$ cat src/rtl/clk_div_prog.sv
// rtl/clk_div_prog.sv - programmable integer clock divider with load/busy ratio handshake
// Optional lock output enabled by defining CLK_DIV_LOCK_EN.
module clk_div_prog #(
  parameter int WIDTH       = 8,
  parameter int DEFAULT_DIV = 4
) (
  input  logic             clk,
  input  logic             rst,
  input  logic             en,
  input  logic             div_load,
  input  logic [WIDTH-1:0] div_val,
  output logic             div_busy,
  output logic [WIDTH-1:0] div_cur,
  output logic             clk_out,
  output logic             clk_tick,
  output logic             running
`ifdef CLK_DIV_LOCK_EN
  ,
  output logic             lock
`endif
);

  typedef enum logic [1:0] {
    IDLE     = 2'd0,
    RUN      = 2'd1,
    STOPPING = 2'd2
  } state_t;

  state_t           state_q, state_d;
  logic [WIDTH-1:0] cnt_q, cnt_d;
  logic [WIDTH-1:0] cur_d;
  logic [WIDTH-1:0] pend_val_q, pend_val_d;
  logic [WIDTH-1:0] load_val;
  logic             pending_q, pending_d;
  logic             clk_out_d, clk_tick_d;
  logic             wrap;

  // Ratios below 2 cannot form a high and a low phase, so they collapse to 2.
  assign load_val = (div_val[WIDTH-1:1] == '0) ? WIDTH'(2) : div_val;
  assign wrap     = (cnt_q == div_cur - WIDTH'(1));
  assign div_busy = pending_q;
  assign running  = (state_q != IDLE);

  always_comb begin
    state_d    = state_q;
    cnt_d      = cnt_q;
    cur_d      = div_cur;
    pending_d  = pending_q;
    pend_val_d = pend_val_q;
    clk_out_d  = 1'b0;
    clk_tick_d = 1'b0;
    case (state_q)
      IDLE: begin
        cnt_d = '0;
        if (div_load) cur_d = load_val;
        if (en) begin
          state_d    = RUN;
          clk_out_d  = 1'b1;
          clk_tick_d = 1'b1;
        end
      end
      RUN, STOPPING: begin
        if (div_load && !pending_q) begin
          pending_d  = 1'b1;
          pend_val_d = load_val;
        end
        if (wrap) begin
          // Period boundary: the only point where a pending ratio may take effect.
          cnt_d = '0;
          if (pending_q) begin
            cur_d     = pend_val_q;
            pending_d = 1'b0;
          end
          if (en) begin
            state_d    = RUN;
            clk_out_d  = 1'b1;
            clk_tick_d = 1'b1;
          end else begin
            state_d = IDLE;
          end
        end else begin
          cnt_d     = cnt_q + WIDTH'(1);
          state_d   = en ? RUN : STOPPING;
          clk_out_d = (cnt_d < (div_cur >> 1));
        end
      end
      default: begin
        state_d = IDLE;
        cnt_d   = '0;
      end
    endcase
  end

  always_ff @(posedge clk) begin
    if (!rst) begin
      state_q    <= IDLE;
      cnt_q      <= '0;
      div_cur    <= WIDTH'(DEFAULT_DIV);
      pending_q  <= 1'b0;
      pend_val_q <= '0;
      clk_out    <= 1'b0;
      clk_tick   <= 1'b0;
    end else begin
      state_q    <= state_d;
      cnt_q      <= cnt_d;
      div_cur    <= cur_d;
      pending_q  <= pending_d;
      pend_val_q <= pend_val_d;
      clk_out    <= clk_out_d;
      clk_tick   <= clk_tick_d;
    end
  end

`ifdef CLK_DIV_LOCK_EN
  logic [1:0] per_q;

  // Counts completed RUN periods since the last ratio change, saturating at 2.
  always_ff @(posedge clk) begin
    if (!rst) begin
      per_q <= 2'd0;
      lock  <= 1'b0;
    end else if (state_d != RUN) begin
      per_q <= 2'd0;
      lock  <= 1'b0;
    end else if (state_q == RUN && wrap) begin
      if (pending_q) begin
        per_q <= 2'd0;
        lock  <= 1'b0;
      end else if (per_q != 2'd2) begin
        per_q <= per_q + 2'd1;
        lock  <= (per_q == 2'd1);
      end
    end
  end
`endif

endmodule

$ cat config.mk
export PLATFORM = sky130hd
export DESIGN_NAME = clk_div_prog
export DESIGN_NICKNAME = d
export VERILOG_FILES = /design/src/rtl/clk_div_prog.sv
export SDC_FILE = /design/constraint.sdc
export NUM_CORES = 1
export LEC_CHECK = 0
export ABC_AREA = 1
export CAP_MARGIN = 20
export CORE_ASPECT_RATIO = 1.2
export CORE_MARGIN = 4
export CORE_UTILIZATION = 51
export CTS_BUF_LIST = sky130_fd_sc_hd__clkbuf_8
export CTS_CLUSTER_DIAMETER = 60
export DETAILED_ROUTE_END_ITERATION = 8
export GPL_TIMING_DRIVEN = 0
export HOLD_SLACK_MARGIN = 0.12
export PLACE_DENSITY = 0.78
export SETUP_SLACK_MARGIN = 0.1
export SLEW_MARGIN = 20
export SYNTH_ARGS = -nofsm -noshare
export SYNTH_HDL_FRONTEND = slang
export SYNTH_SLANG_ARGS = --single-unit
$ cat constraint.sdc
create_clock -name clk -period 1.8 [get_ports clk]
set_clock_uncertainty 0.1 [all_clocks]
set_input_delay 0.18 -clock clk [delete_from_list [all_inputs] [get_ports clk]]
set_output_delay 0.18 -clock clk [all_outputs]
set_load 0.01 [all_outputs]
==> metrics.md <==
| Metric | Value |
|---|---|
| Period utilization | 114% |
| WHS | 0.358 ns |
| Peak supply drop | 0.635 mV |
| Final worst setup slack | -0.244 ns |
| R2R setup slack | -0.24 ns |
| Num CTS Buffers | 5 |
| Worst-skew pair later-pin latency | 0.28 ns |
| Post-synth top area share | between 30% and 40% |
| Core Box Area | ~0.0032 mm² |
| Total placed instance area | 0.00203 mm² |
| FILL cells | roughly 250 |
| Max Root-Sink Buffers | 2 |
| Antenna viol nets, final | 0 |
| Pwr Total | 2.00 mW |
| Post-synthesis to final-layout area growth | 37.7% |
| RSZ-0062 raised after global routing | true |
| Syn_nets | 291 |
| Library cells used by synthesis | 25 |
| Worst-Margin Slew | around 0.40 ns |
| I/O Buffers | 23 |
| DIE WIDTH | 61.1 µm |
| CTS clk-pin slew, worst paths | 0.06 ns |
| Clock Sinks | 29 |
| Clock root cell | clkbuf_8 |
| Reg-to-Reg Start | div_cur[1] |
| Largest net degree at the start of global routing | 11 |
| Internal | roughly 1.3 mW |
| GP Congestion | between 0.8 and 0.9 |
| Hpwl dp | 2.86 mm |
| Global-route wire length before repair | slightly below 7 mm |
| Seq pwr share | between 30% and 40% |
| # IOs | 24 |
| Hold path startpoint | cnt_q[0] |
| Iter 0 DRT Violations | 67 |
| Worst relative slew slack | 73.3% |
| Lkg Pwr | approximately 1.1 nW |
| Setup CP Type | reg2reg |
| CTS tree | done |
| Register area | a little under 600 µm² |
| Min Tclk post-route | between 2 and 2.5 ns |
| Sw frac | approximately a third |
| Max Fclk | approximately 0.49 GHz |
| Final instance area | between 0.002 and 0.0025 mm² |
| Hold worst-path end | cnt_q[0] |
| Slew Viols, Final | 0 |
| Fraction of the yosys area taken by sequential cells | about a third |
| Synth warn | 0 |
| Ranking of synthesized cells by area | dfxtp_1 34%, nand2_1 16%, nor2_1 8.9%, inv_1 8.5%, ha_1 7.2% |
| Ant diodes | 0 |
| # nets final | roughly 340 |
| Startpoint types | flip-flop |
| Worst reg2reg path endpoint | state_q[1] |
| Worst Reg-to-Reg Cells | 14 |
| Status | finished, violations left |
| Clock share of power | around 28% |
| Crit-path max FO | 3 |
| Vias per cell | 5.06 |
| WHS Path Cells | 1 |
| Drt wl/cell | approximately 12 µm |
| Failing checks | negative setup slack |
| Initial Util | a little over half |
| Worst Hold Class | reg2reg |
| Psw | a little under 0.7 mW |
| #FFs+latches synth | 29 |
| Share of layout cells above drive strength 1 | between 20% and 30% |
| Netlist Area Pre-Place | approximately 0.0017 mm² |
| Initial antenna violation count | 0 |
| Remaining Overflow, GRT | 0 |
| WL final | about 4.2 mm |
| Worst path required time | 1.87 ns |
| Die area | 0.00439 mm² |
| Hold-fix buffers, CTS | 0 |
| Vias | between 1500 and 2000 |
| Multi-input logic area | between 0.001 and 0.0015 mm² |
| Overall Global Routing Usage | around a fifth |
| Syn_area_per_cell | around 6.4 µm² |
| DRC Markers | 0 |
| Setup Viol. Count Final | 21 |
| Die height | about 70 µm |
| H-tree depth | 2 |
| Synth area leader | dfxtp_1 |
| Final hold vios | 0 |
| Synth Instances | approximately 270 |
| Maxcap violations | 0 |
| Arr. time, crit path | roughly 2.1 ns |
| Vias in the first global route | ~1700 |
| Crit end category | flip-flop |
| Power per standard cell area | about 840 mW/mm² |
| Combinational power share | 34.6% |
| Drt pass-1 iters | 5 |
| # rows | 22 |
## power by group through the flow
stage | Combinational, mW | Clock, mW | Sequential, mW
3_3_place_gp | 0.573 | 0 | 0.765
3_5_place_dp | 0.578 | 0 | 0.766
6_report | 0.693 | 0.556 | 0.754
5_1_grt | 0.780 | 0.595 | 0.762
4_1_cts | 0.650 | 0.558 | 0.751
2_1_floorplan | 0.385 | 0 | 0.773
## registers in the layout, summed over array words and instances (netlist names)
signal      flops
div_busy        1
div_cur         8
pend_val_q      8
clk_out         1
state_q         2
cnt_q           8
clk_tick        1
## layer usage
metal	vias up	part of all wire, %	global-route usage (%)
li1	937	-	-
met1	783	41	22.3
met2	48	52	36.6
met3	12	4.0	3.78
met4	0	2.3	9.88
met5	-	0	0
## metrics by stage
stage	instances	setup slack (ns)	util (%)	TNS, ns
2_1_floorplan	269	-0.0338	-	-0.261
3_3_place_gp	328	-0.265	64.2	-4.86
3_5_place_dp	328	-0.269	64.2	-5.17
4_1_cts	344	-0.223	71.1	-2.69
5_1_grt	352	-0.382	75.1	-6.72
6_report	352	-0.244	75.1	-3.64
## worst max-delay path, stage by stage, from the launching register on
cell and delay [ns]:
dfxtp_4 0.35, buf_4 0.14, nor2_1 0.18, nand2_2 0.10, nor2_2 0.13, nand2_1 0.06
nand3_1 0.09, nand2_1 0.06, nor2_2 0.14, nand2_2 0.10, buf_4 0.15, buf_6 0.11
buf_6 0.10, nand3_2 0.06, a21oi_2 0.06
## layout by cell type (no fill, tap or decap), types with 3 or more instances in the layout
cell type / synthesis / final
buf_6: 1 / 4
a21oi_1: 13 / 12
clkdlybuf4s50_1: 0 / 23
nand2_2: 2 / 5
nor2_1: 41 / 27
xnor2_1: 3 / 3
buf_4: 0 / 11
nand2_1: 73 / 71
dfxtp_4: 0 / 3
nand3_1: 15 / 12
inv_1: 39 / 37
ha_1: 10 / 8
nor2_2: 3 / 16
nand4_1: 4 / 4
o21ai_0: 18 / 17
dfxtp_1: 29 / 24
clkbuf_8: 0 / 6
## repair_timing
item | 4_1_cts | 5_1_grt
buffers inserted | 7 | 6
endpoints found under the setup margin | 29 | 30
gates cloned | 1 | 2
resized for setup | 21 | 22
pin swaps | 7 | 6
endpoints found under the hold margin | 0 | 0
## kinds of logic (layout without fill, tap and decap cells)
kind of cell,Yosys count,after routing,synth area share [%]
DFF,29,29,33.6
AOI/OAI and AO/OA,34,34,10.2
adders and majority gates,10,10,7.24
and+or+nand+nor,145,146,35.3
xor gates and xnor gates,7,7,3.55
buffers and inverters,44,90,10.1
## cells in the mapped netlist
library cell / count
nand2_2: 2
a21oi_1: 13
nor3_1: 3
ha_1: 10
nor2_1: 41
nor4_1: 1
xnor2_1: 3
inv_2: 1
o22ai_1: 1
inv_1: 39
nor2_2: 3
nand2_4: 2
clkbuf_1: 1
dfxtp_1: 29
nand4_1: 4
o21ai_0: 18
buf_6: 1
o21a_1: 1
nand2_1: 73
o21bai_1: 1
clkinv_1: 1
nand3_1: 15
xor2_1: 4
nor3b_1: 1
buf_2: 1
## cell type report
type                    instances  share of cell area, %
plain buffers                   3                  0.842
clock buffers                   6                   3.47
clock inverters                 2                  0.316
inverters                      41                   7.10
multi-input cells             197                   46.5
flip-flops and latches         29                   25.0
well taps                      36                   1.89
repair buffers                 37                   14.6
repair inverters                1                  0.316
## how the worst max path moves through the flow
stage                from    endpoint  slack (ns)  cells after the start
5_1_grt        div_cur[0]  div_cur[0]       -0.38                     17
6_report       div_cur[1]  state_q[1]       -0.24                     14
3_5_place_dp   div_cur[0]  div_cur[7]       -0.27                     16
3_3_place_gp   state_q[0]  div_cur[7]       -0.26                      8
2_1_floorplan  div_cur[0]  div_cur[0]       -0.03                     16
4_1_cts        div_cur[0]  div_cur[6]       -0.22                     17
Note: power is estimated with default switching activity, not from simulation.
